File: config.mk
export PLATFORM = sky130hd
export DESIGN_NAME = key_event_spi_reader
export DESIGN_NICKNAME = d
export VERILOG_FILES = /design/src/rtl/key_event_pkg.sv /design/src/rtl/key_event_fifo.sv /design/src/rtl/key_event_spi_reader.sv
export SDC_FILE = /design/constraint.sdc
export NUM_CORES = 1
export LEC_CHECK = 0
export BUFFER_PORTS_ARGS = -buffer_cell sky130_fd_sc_hd__buf_2
export CORE_MARGIN = 2
export CORE_UTILIZATION = 50
export DETAILED_ROUTE_END_ITERATION = 8
export PLACE_DENSITY = 0.78
export SYNTH_ARGS = -nofsm -noshare
export SYNTH_HDL_FRONTEND = slang
export SYNTH_HIERARCHICAL = 1
export SYNTH_SLANG_ARGS = --single-unit
File: constraint.sdc
create_clock -name CLK_LOW -period 3.67 [get_ports CLK_LOW]
set_input_delay 0.1835 -clock CLK_LOW [delete_from_list [all_inputs] [get_ports CLK_LOW]]
set_output_delay 0.1835 -clock CLK_LOW [all_outputs]
set_load 0.03 [all_outputs]
File: src/rtl/key_event_pkg.sv
// Shared constants, frame layout and frame FSM state type for the key event
// SPI readout path.
package key_event_pkg;

  localparam int FRM_VALID   = 15;
  localparam int FRM_OVF     = 14;
  localparam int FRM_LVL_MSB = 13;
  localparam int FRM_LVL_LSB = 8;

  localparam logic [7:0] EMPTY_CODE = 8'h00;

  typedef enum logic [1:0] {
    IDLE  = 2'd0,
    LOAD  = 2'd1,
    SHIFT = 2'd2,
    DONE  = 2'd3
  } frame_state_e;

  // Assemble the 16-bit readout word; the head byte is forced to EMPTY_CODE when nothing is stored.
  function automatic logic [15:0] build_frame(input logic       ovf,
                                              input logic [5:0] level,
                                              input logic [7:0] head);
    logic [15:0] frm;
    frm = 16'h0000;
    frm[FRM_VALID] = (level != 6'd0);
    frm[FRM_OVF] = ovf;
    frm[FRM_LVL_MSB:FRM_LVL_LSB] = level;
    frm[7:0] = (level != 6'd0) ? head : EMPTY_CODE;
    return frm;
  endfunction

endpackage

File: src/rtl/key_event_fifo.sv
// Synchronous first-word-fall-through FIFO for key event codes. A push on a
// full FIFO is accepted only when a pop happens in the same cycle.
module key_event_fifo
  import key_event_pkg::*;
#(
  parameter int DEPTH = 16,
  parameter int AW    = 4
) (
  input  logic          clk_i,
  input  logic          rst_i,
  input  logic          push_i,
  input  logic [7:0]    din_i,
  input  logic          pop_i,
  output logic [7:0]    dout_o,
  output logic [AW:0]   level_o,
  output logic          nonempty_o,
  output logic          full_o
);

  localparam logic [AW-1:0] PTR_ONE  = AW'(1);
  localparam logic [AW:0]   LVL_ONE  = (AW + 1)'(1);
  localparam logic [AW:0]   LVL_FULL = (AW + 1)'(DEPTH);

  logic [7:0]    mem_q [DEPTH];
  logic [AW-1:0] wr_ptr_q;
  logic [AW-1:0] wr_ptr_d;
  logic [AW-1:0] rd_ptr_q;
  logic [AW-1:0] rd_ptr_d;
  logic [AW:0]   level_q;
  logic [AW:0]   level_d;
  logic          nonempty_q;
  logic          nonempty_d;
  logic          pop_ok_s;
  logic          push_ok_s;

  // Occupancy is judged after a same-cycle pop, so full+pop still accepts the push.
  always_comb begin
    pop_ok_s   = pop_i && (level_q != '0);
    push_ok_s  = push_i && ((level_q != LVL_FULL) || pop_ok_s);
    wr_ptr_d   = wr_ptr_q;
    rd_ptr_d   = rd_ptr_q;
    level_d    = level_q;
    if (push_ok_s) begin
      wr_ptr_d = wr_ptr_q + PTR_ONE;
    end else begin
      wr_ptr_d = wr_ptr_q;
    end
    if (pop_ok_s) begin
      rd_ptr_d = rd_ptr_q + PTR_ONE;
    end else begin
      rd_ptr_d = rd_ptr_q;
    end
    if (push_ok_s && !pop_ok_s) begin
      level_d = level_q + LVL_ONE;
    end else if (pop_ok_s && !push_ok_s) begin
      level_d = level_q - LVL_ONE;
    end else begin
      level_d = level_q;
    end
    nonempty_d = (level_d != '0);
  end

  always_ff @(posedge clk_i) begin
    if (rst_i) begin
      wr_ptr_q   <= '0;
      rd_ptr_q   <= '0;
      level_q    <= '0;
      nonempty_q <= 1'b0;
    end else begin
      wr_ptr_q   <= wr_ptr_d;
      rd_ptr_q   <= rd_ptr_d;
      level_q    <= level_d;
      nonempty_q <= nonempty_d;
    end
  end

  // Storage carries no reset; the pointers alone define what is valid.
  always_ff @(posedge clk_i) begin
    if (push_ok_s) begin
      mem_q[wr_ptr_q] <= din_i;
    end
  end

  assign dout_o     = nonempty_q ? mem_q[rd_ptr_q] : EMPTY_CODE;
  assign level_o    = level_q;
  assign nonempty_o = nonempty_q;
  assign full_o     = (level_q == LVL_FULL);

endmodule

File: src/rtl/key_event_spi_reader.sv
// Key event consumer: captures KEY_CODE_INT events into a FIFO, raises KEY_IRQ
// and serves 16-bit status/event frames to the MCU over an oversampled SPI mode-0 slave.
module key_event_spi_reader
  import key_event_pkg::*;
#(
  parameter int DEPTH       = 16,
  parameter int AW          = 4,
  parameter int SYNC_STAGES = 2
) (
  input  logic        CLK_LOW,
  input  logic        RST,
  input  logic        KEY_CODE_INT,
  input  logic [7:0]  KEY_CODE_VALUE,
  input  logic        SPI_CS_N,
  input  logic        SPI_SCLK,
  output logic        SPI_MISO,
  output logic        KEY_IRQ,
  output logic [AW:0] FIFO_LEVEL,
  output logic        OVERFLOW
);

  logic                   int_q;
  logic                   push_q;
  logic                   key_edge_s;
  logic [SYNC_STAGES-1:0] cs_sync_q;
  logic [SYNC_STAGES-1:0] sclk_sync_q;
  logic                   cs_prev_q;
  logic                   sclk_prev_q;
  logic                   cs_s;
  logic                   sclk_s;
  logic                   cs_fall_s;
  logic                   cs_rise_s;
  logic                   sclk_rise_s;
  logic                   sclk_fall_s;
  frame_state_e           state_q;
  logic [15:0]            shreg_q;
  logic [4:0]             cnt_q;
  logic                   miso_q;
  logic                   snap_valid_q;
  logic                   snap_ovf_q;
  logic                   ovf_q;
  logic                   ovf_d;
  logic                   pop_s;
  logic                   clr_s;
  logic                   drop_s;
  logic [15:0]            frame_s;
  logic [7:0]             fifo_dout_s;
  logic [AW:0]            fifo_level_s;
  logic                   fifo_nonempty_s;
  logic                   fifo_full_s;

  assign key_edge_s = KEY_CODE_INT && !int_q;

  // The push lags the strobe edge by one cycle so KEY_CODE_VALUE has settled.
  always_ff @(posedge CLK_LOW) begin
    if (RST) begin
      int_q  <= 1'b0;
      push_q <= 1'b0;
    end else begin
      int_q  <= KEY_CODE_INT;
      push_q <= key_edge_s;
    end
  end

  always_ff @(posedge CLK_LOW) begin
    if (RST) begin
      cs_sync_q   <= '1;
      sclk_sync_q <= '0;
      cs_prev_q   <= 1'b1;
      sclk_prev_q <= 1'b0;
    end else begin
      cs_sync_q   <= {cs_sync_q[SYNC_STAGES-2:0], SPI_CS_N};
      sclk_sync_q <= {sclk_sync_q[SYNC_STAGES-2:0], SPI_SCLK};
      cs_prev_q   <= cs_sync_q[SYNC_STAGES-1];
      sclk_prev_q <= sclk_sync_q[SYNC_STAGES-1];
    end
  end

  assign cs_s        = cs_sync_q[SYNC_STAGES-1];
  assign sclk_s      = sclk_sync_q[SYNC_STAGES-1];
  assign cs_fall_s   = cs_prev_q && !cs_s;
  assign cs_rise_s   = !cs_prev_q && cs_s;
  assign sclk_rise_s = !sclk_prev_q && sclk_s;
  assign sclk_fall_s = sclk_prev_q && !sclk_s;

  assign frame_s = build_frame(ovf_q, 6'(fifo_level_s), fifo_dout_s);

  // Only a complete frame consumes the head entry or acknowledges the overflow it reported.
  assign pop_s  = (state_q == DONE) && (cnt_q == 5'd16) && snap_valid_q;
  assign clr_s  = (state_q == DONE) && (cnt_q == 5'd16) && snap_ovf_q;
  assign drop_s = push_q && fifo_full_s && !pop_s;

  always_comb begin
    ovf_d = ovf_q;
    if (drop_s) begin
      ovf_d = 1'b1;
    end else if (clr_s) begin
      ovf_d = 1'b0;
    end else begin
      ovf_d = ovf_q;
    end
  end

  always_ff @(posedge CLK_LOW) begin
    if (RST) begin
      ovf_q <= 1'b0;
    end else begin
      ovf_q <= ovf_d;
    end
  end

  always_ff @(posedge CLK_LOW) begin
    if (RST) begin
      state_q      <= IDLE;
      shreg_q      <= 16'h0000;
      cnt_q        <= 5'd0;
      miso_q       <= 1'b0;
      snap_valid_q <= 1'b0;
      snap_ovf_q   <= 1'b0;
    end else begin
      case (state_q)
        IDLE: begin
          miso_q <= 1'b0;
          if (cs_fall_s) begin
            state_q <= LOAD;
          end
        end
        LOAD: begin
          shreg_q      <= frame_s;
          miso_q       <= frame_s[FRM_VALID];
          snap_valid_q <= frame_s[FRM_VALID];
          snap_ovf_q   <= frame_s[FRM_OVF];
          cnt_q        <= 5'd0;
          state_q      <= SHIFT;
        end
        SHIFT: begin
          if (cs_rise_s) begin
            miso_q  <= 1'b0;
            state_q <= DONE;
          end else begin
            if (sclk_rise_s && (cnt_q != 5'd16)) begin
              cnt_q <= cnt_q + 5'd1;
            end
            // Rotate rather than shift so every register bit stays live; the wrapped bits are never read.
            if (sclk_fall_s) begin
              shreg_q <= {shreg_q[14:0], shreg_q[15]};
              miso_q  <= shreg_q[14];
            end
          end
        end
        DONE: begin
          miso_q  <= 1'b0;
          state_q <= IDLE;
        end
        default: begin
          miso_q  <= 1'b0;
          state_q <= IDLE;
        end
      endcase
    end
  end

  key_event_fifo #(
    .DEPTH (DEPTH),
    .AW    (AW)
  ) u_fifo (
    .clk_i      (CLK_LOW),
    .rst_i      (RST),
    .push_i     (push_q),
    .din_i      (KEY_CODE_VALUE),
    .pop_i      (pop_s),
    .dout_o     (fifo_dout_s),
    .level_o    (fifo_level_s),
    .nonempty_o (fifo_nonempty_s),
    .full_o     (fifo_full_s)
  );

  assign SPI_MISO   = miso_q;
  assign KEY_IRQ    = fifo_nonempty_s;
  assign FIFO_LEVEL = fifo_level_s;
  assign OVERFLOW   = ovf_q;

endmodule

Yosys cells after proc, flatten, opt, wreduce, memory -nomap -nowiden
Memories as Yosys holds them, arrays and structs flattened. A register that Yosys moved wholly into a read port is not among the register bits.
Cells that the tools add are included.
- output and inout port bits: 8
- memory bits (writable): 128
- bits in registers: 49
- memories kept: 1
- logic and storage cells: 91
- memory list (name ; words ; width ; rd ports ; clocked after Yosys merged registers in ; write ports ; RTL line ; text):
    u_fifo.mem_q ; 16 ; 8 ; 1 ; 1 ; 1 ; key_event_fifo.sv:24 ; logic [7:0] mem_q [DEPTH];
- add/subtract/negate cells: 5
- reductions and logical operators: 33
- multiplexer cells: 22
- equal/unequal tests: 13
- operator list (cell ; count):
    $mux W16 ; 2
    $pmux W16 S2 ; 1
    $mux W5 ; 4
    $mux W8 ; 2
    $logic_and A1 B1 Y1 ; 15
    $add A5 B1 Y5 const B ; 2
    $eq A5 B5 Y1 const B ; 2
    $ne A2 B2 Y1 const B ; 5
    $ne A5 B5 Y1 const B ; 2
    $pmux W5 S2 ; 1
    $reduce_bool A5 Y1 ; 2
    $add A4 B1 Y4 const B ; 2
    $logic_not A1 Y1 ; 8
    $mux W4 ; 2
    $pmux W2 S4 ; 1
    $mux W1 ; 6
    $reduce_and A3 Y1 ; 2
    $sub A5 B1 Y5 const B ; 1
    $eq A2 B2 Y1 const B ; 2
    $mux W2 ; 2
    $reduce_bool A2 Y1 ; 2
    $ne A3 B3 Y1 const B ; 1
    $pmux W1 S3 ; 1
    $eq A2 B1 Y1 const B ; 1
    other kinds (4) ; 4

Depth between registers and ports, before layout
- depth after elaboration: 11
- depth in mapped cells: 9
- mapped depth without buffers: 9

Cells and area by module
Netlist, hierarchy kept.
- modules (own cells, without submodules) (module ; cells each ; instances ; area each (sq um) ; sequential area each (sq um)):
    key_event_fifo ; 302 ; 1 ; 5900.7 ; 4204.0
    key_event_spi_reader ; 172 ; 1 ; 1621.6 ; 700.7

Worst setup path before layout
Ideal clock, no wire load.
- path type: flip-flop to flip-flop
- from: reg u_fifo.level_q[0], in the netlist u_fifo/level_o[0]
- to: mem u_fifo.mem_q[3][0], enable pin
- cell stages (with the launch flop): 8
- period minus slack after synthesis: 2.683 ns
- buffers on the path: 1
- arrival: 2.300 ns
- required time: 3.287 ns
- setup slack: 0.987 ns
- cell sequence: dfxtp_1 > inv_1 > ha_1 > or3b_1 > o31a_1 > clkbuf_1 > nand2_1 > nor3_1
- cells in the longest elaborated chain, start to end: 6
- ends and longest elaborated chain (what ; RTL line ; text):
    start: declaration ; key_event_fifo.sv:29 ; logic [AW:0] level_q;
    start signal: assignment ; key_event_fifo.sv:72 ; level_q <= level_d;
    $reduce_bool A5 Y1 ; key_event_fifo.sv:38 ; pop_ok_s = pop_i && (level_q != '0);
    $logic_and A1 B1 Y1 ; key_event_fifo.sv:38 ;
    $logic_or A1 B1 Y1 (*) ; key_event_fifo.sv:39 ; push_ok_s = push_i && ((level_q != LVL_FULL) || pop_ok_s);
    $logic_and A1 B1 Y1 (*) ; key_event_fifo.sv:39 ;
    $mux W1 (*) ; key_event_fifo.sv:79 ; if (push_ok_s) begin
    $mux W1 (not written as such) (*) ; key_event_fifo.sv:80 ; mem_q[wr_ptr_q] <= din_i;
    end: declaration ; key_event_fifo.sv:24 ;
Every way passes the cells marked *; elsewhere a longest branch is shown, timed or not.

Worst setup path after layout
- from: reg cnt_q[0]
- to: mem u_fifo.mem_q[7][7], enable pin
- cells in the longest elaborated chain, start to end: 8
- ends and longest elaborated chain (what ; RTL line ; text):
    start: declaration ; key_event_spi_reader.sv:37 ; logic [4:0] cnt_q;
    start signal: assignment ; key_event_spi_reader.sv:142 ; cnt_q <= cnt_q + 5'd1;
    $eq A5 B5 Y1 ; key_event_spi_reader.sv:89 ; assign pop_s = (state_q == DONE) && (cnt_q == 5'd16) && snap_valid_q;
    $logic_and A1 B1 Y1 (2 in series) ; key_event_spi_reader.sv:89 ;
    net pop_s ; key_event_spi_reader.sv:43 ; logic pop_s;
    $logic_and A1 B1 Y1 ; key_event_fifo.sv:38 ;
    $logic_or A1 B1 Y1 ; key_event_fifo.sv:39 ;
    $logic_and A1 B1 Y1 ; key_event_fifo.sv:39 ;
    $mux W1 ; key_event_fifo.sv:79 ;
    $mux W1 (not written as such) ; key_event_fifo.sv:80 ;
The timed path passes the listed nets, and every way through them passes these cells.

==> results.ini <==
[clocking]
clk_latency_ns = 0.43
numCtsBuffers = 17
clkSinkCount = 181
root_buffer = clkbuf_16
clk_path_buf_depth = 2
htree_levels = 4
clk_pin_slew_ns = 0.07
postCtsSetupBuffers = 0
cts_tree = done

[timing]
period_needed_ns = 2.86
clock_skew_ns = 0.0135
finalCritPeriodShare_pct = 77.8
report.final.hold_viol_count = 0
finalSetupViolations = 0
max_slew_margin_pct = 32.4
rsz0062_at_grt = false
max_freq_mhz = 350
setup_tns_ns = 0
drv_slew = 0
tightest_slew_ns = 1.01

[yosys]
netlist_area_sq_um = 7520
synth_top_family_by_area = multiplexers
synth_mux_area_share_pct = 13.9
synth_fa_ha_area_share_pct = 2.33
ys_ff_latch = 181
synthSimpleGateAreaFrac_pct = 10.3
ys_types = 60
yosysWarnings = 6
syn_area_per_cell_sq_um = 15.9
synth-xor-area-share_pct = 0.931
ys_seq_area_share_pct = 65.2
post_synth_inst_count = 474
syn-num-nets = 501
synth_ff_type = edfxtp_1
synth_compound_area_share_pct = 4.72
postSynth.asyncResetShare_pct = 0
synth_edf_count = 128

[routing]
first_pass_iters = 5
num_vias = 4198
wirelength_microns = 14900
ant_nets = 0
drt_iter0_drc = 466
remaining_drc_errors = 0
wire_per_inst_microns = 21.4
viasPerCell = 6.02

[pwr]
irDropWorstVdd_mv = 0.444
pwr_density_cell_nw_per_um2 = 536
power.leakage_nw = 2.78

[cells_and_area]
nets = 527
postLayoutCoreUtil_pct = 57.3
diodes = 0
drive_gt1_share_pct = 18.9
layout_common_cells = 128 x edfxtp_1, 52 x dfxtp_1, 47 x nor2_1
final_common_cell = edfxtp_1
multi_input_area_sq_um = 2420
area_growth_pct = 11.2
final-seq-area_sq_um = 4910
fillerInstances = 1062

[die]
core_area_sq_um = 14600
io_pins = 21
fp.dieH_microns = 127
start_util_pct = 51.6
rows = 44
die_w_microns = 127
die_area_sq_um = 16000

[worst_setup_path]
end_kind = register
cp.arrival_ns = 2.91
crit_path_start_kind = register
critPathMaxFanout = 8
worst_ep_required_time_ns = 3.72
crit_type = register to register

[global_route]
grtUsageTotal_pct = 19.7
grt_overflow = 0
grt_max_degree = 51
grt_pass1_vias = 4245
antenna_found_initial = 0
grt_pass1_wl_microns = 23500

[worst_hold_path]
hp-class = input pin to register

[placement]
globalplace.congestion = 0.845
numPortBuffers = 20
hpwl_microns = 9550

[status]
status = finished clean

[job]
maxCapViolations = 0

-- routing by layer --
metal  up-vias  global-route usage, %  share of wire, %
met3        31                   5.31               6.2
met2       160                   32.4                51
li1       1908                      -                 -
met4         0                   7.30               2.5
met5         -                      0                 0
met1      2099                   25.3                40
-- sequential cells by signal, summed over array words and instances (netlist names), named ones only --
register	count
cs_sync_q	2
sclk_prev_q	1
shreg_q	16
cs_prev_q	1
snap_valid_q	1
u_fifo/rd_ptr_q	4
cnt_q	5
snap_ovf_q	1
u_fifo/wr_ptr_q	4
sclk_sync_q	2
u_fifo/nonempty_o	1
push_q	1
u_fifo/level_o	5
state_q	2
OVERFLOW	1
SPI_MISO	1
u_fifo/mem_q	128
int_q	1
-- what timing repair did --
action	in CTS	in global routing
hold endpoints to repair	3	0
hold buffers	3	0
endpoints found under the setup margin	0	0
resized for setup	0	0
-- cell usage after synthesis (3+ instances only) --
master / count / area share, %
a211oi_1: 6 / 0.60
a21oi_1: 15 / 1.0
a221oi_1: 7 / 0.82
a31oi_1: 4 / 0.33
and2_1: 9 / 0.75
buf_1: 4 / 0.20
buf_2: 3 / 0.20
buf_4: 4 / 0.40
clkbuf_1: 9 / 0.45
dfxtp_1: 53 / 14
edfxtp_1: 128 / 51
ha_1: 14 / 2.3
inv_1: 11 / 0.55
mux2i_1: 8 / 1.1
mux4_1: 17 / 5.9
mux4_2: 23 / 6.9
nand2_1: 12 / 0.60
nand2b_1: 5 / 0.42
nand3_1: 10 / 0.67
nand4_1: 5 / 0.42
nor2_1: 47 / 2.3
nor2b_1: 11 / 0.91
nor3_1: 14 / 0.93
or2_2: 3 / 0.25
or3_1: 3 / 0.25
xnor2_1: 3 / 0.35
xor2_1: 5 / 0.58
-- power breakdown --
group | switching, W | internal (W)
sequential | 0.0000715 | 0.00228
combinational | 0.000262 | 0.000165
clock | 0.000806 | 0.000894
total | 0.00114 | 0.00334
-- final timing paths --
path                           from            endpoint  slack (ns)  cells after the start
hold / removal    KEY_CODE_VALUE[6]  u_fifo/mem_q[3][6]        0.14                      1
setup / recovery           cnt_q[0]  u_fifo/mem_q[7][7]        0.81                      7
setup reg to reg           cnt_q[0]  u_fifo/mem_q[7][7]        0.81                      7
hold reg to reg               int_q              push_q        0.39                      1
-- final cells by class --
cell class              instances  area share, %
well taps                     184           2.75
clock inverters                15           1.63
inverters                      12          0.539
clock buffers                  17           5.09
flip-flops and latches        181           58.7
repair buffers                 31           2.42
multi-input cells             257           28.9
-- worst max-delay path, stage by stage, from the launching register on --
cell,delay (ns)
dfxtp_1,0.34
inv_1,0.08
ha_1,0.15
and4bb_4,0.28
and3_2,0.26
o31a_1,0.32
nand2_1,0.22
nor2_1,0.82
-- kinds of logic after synthesis --
| family | Yosys count |
|---|---|
| flops | 181 |
| simple gates | 138 |
| compound gates | 49 |
| mux | 48 |
| buf+inv | 36 |
| fa+ha+maj | 14 |
| xor+xnor | 8 |
-- metrics by stage --
stage                     setup WS, ns  total power [W]  instance area, sq um  std cells  hold WS (ns)
after floorplan                  0.987          0.00271                  7520        474         0.253
after global placement           0.973          0.00280                  7770        662         0.374
after detailed placement         0.895          0.00282                  7770        662         0.376
after CTS                        0.865          0.00452                  8360        697         0.135
after global routing             0.672          0.00467                  8360        697         0.134
final                            0.814          0.00448                  8360        697         0.139
Power figures use the tool's default switching activity.
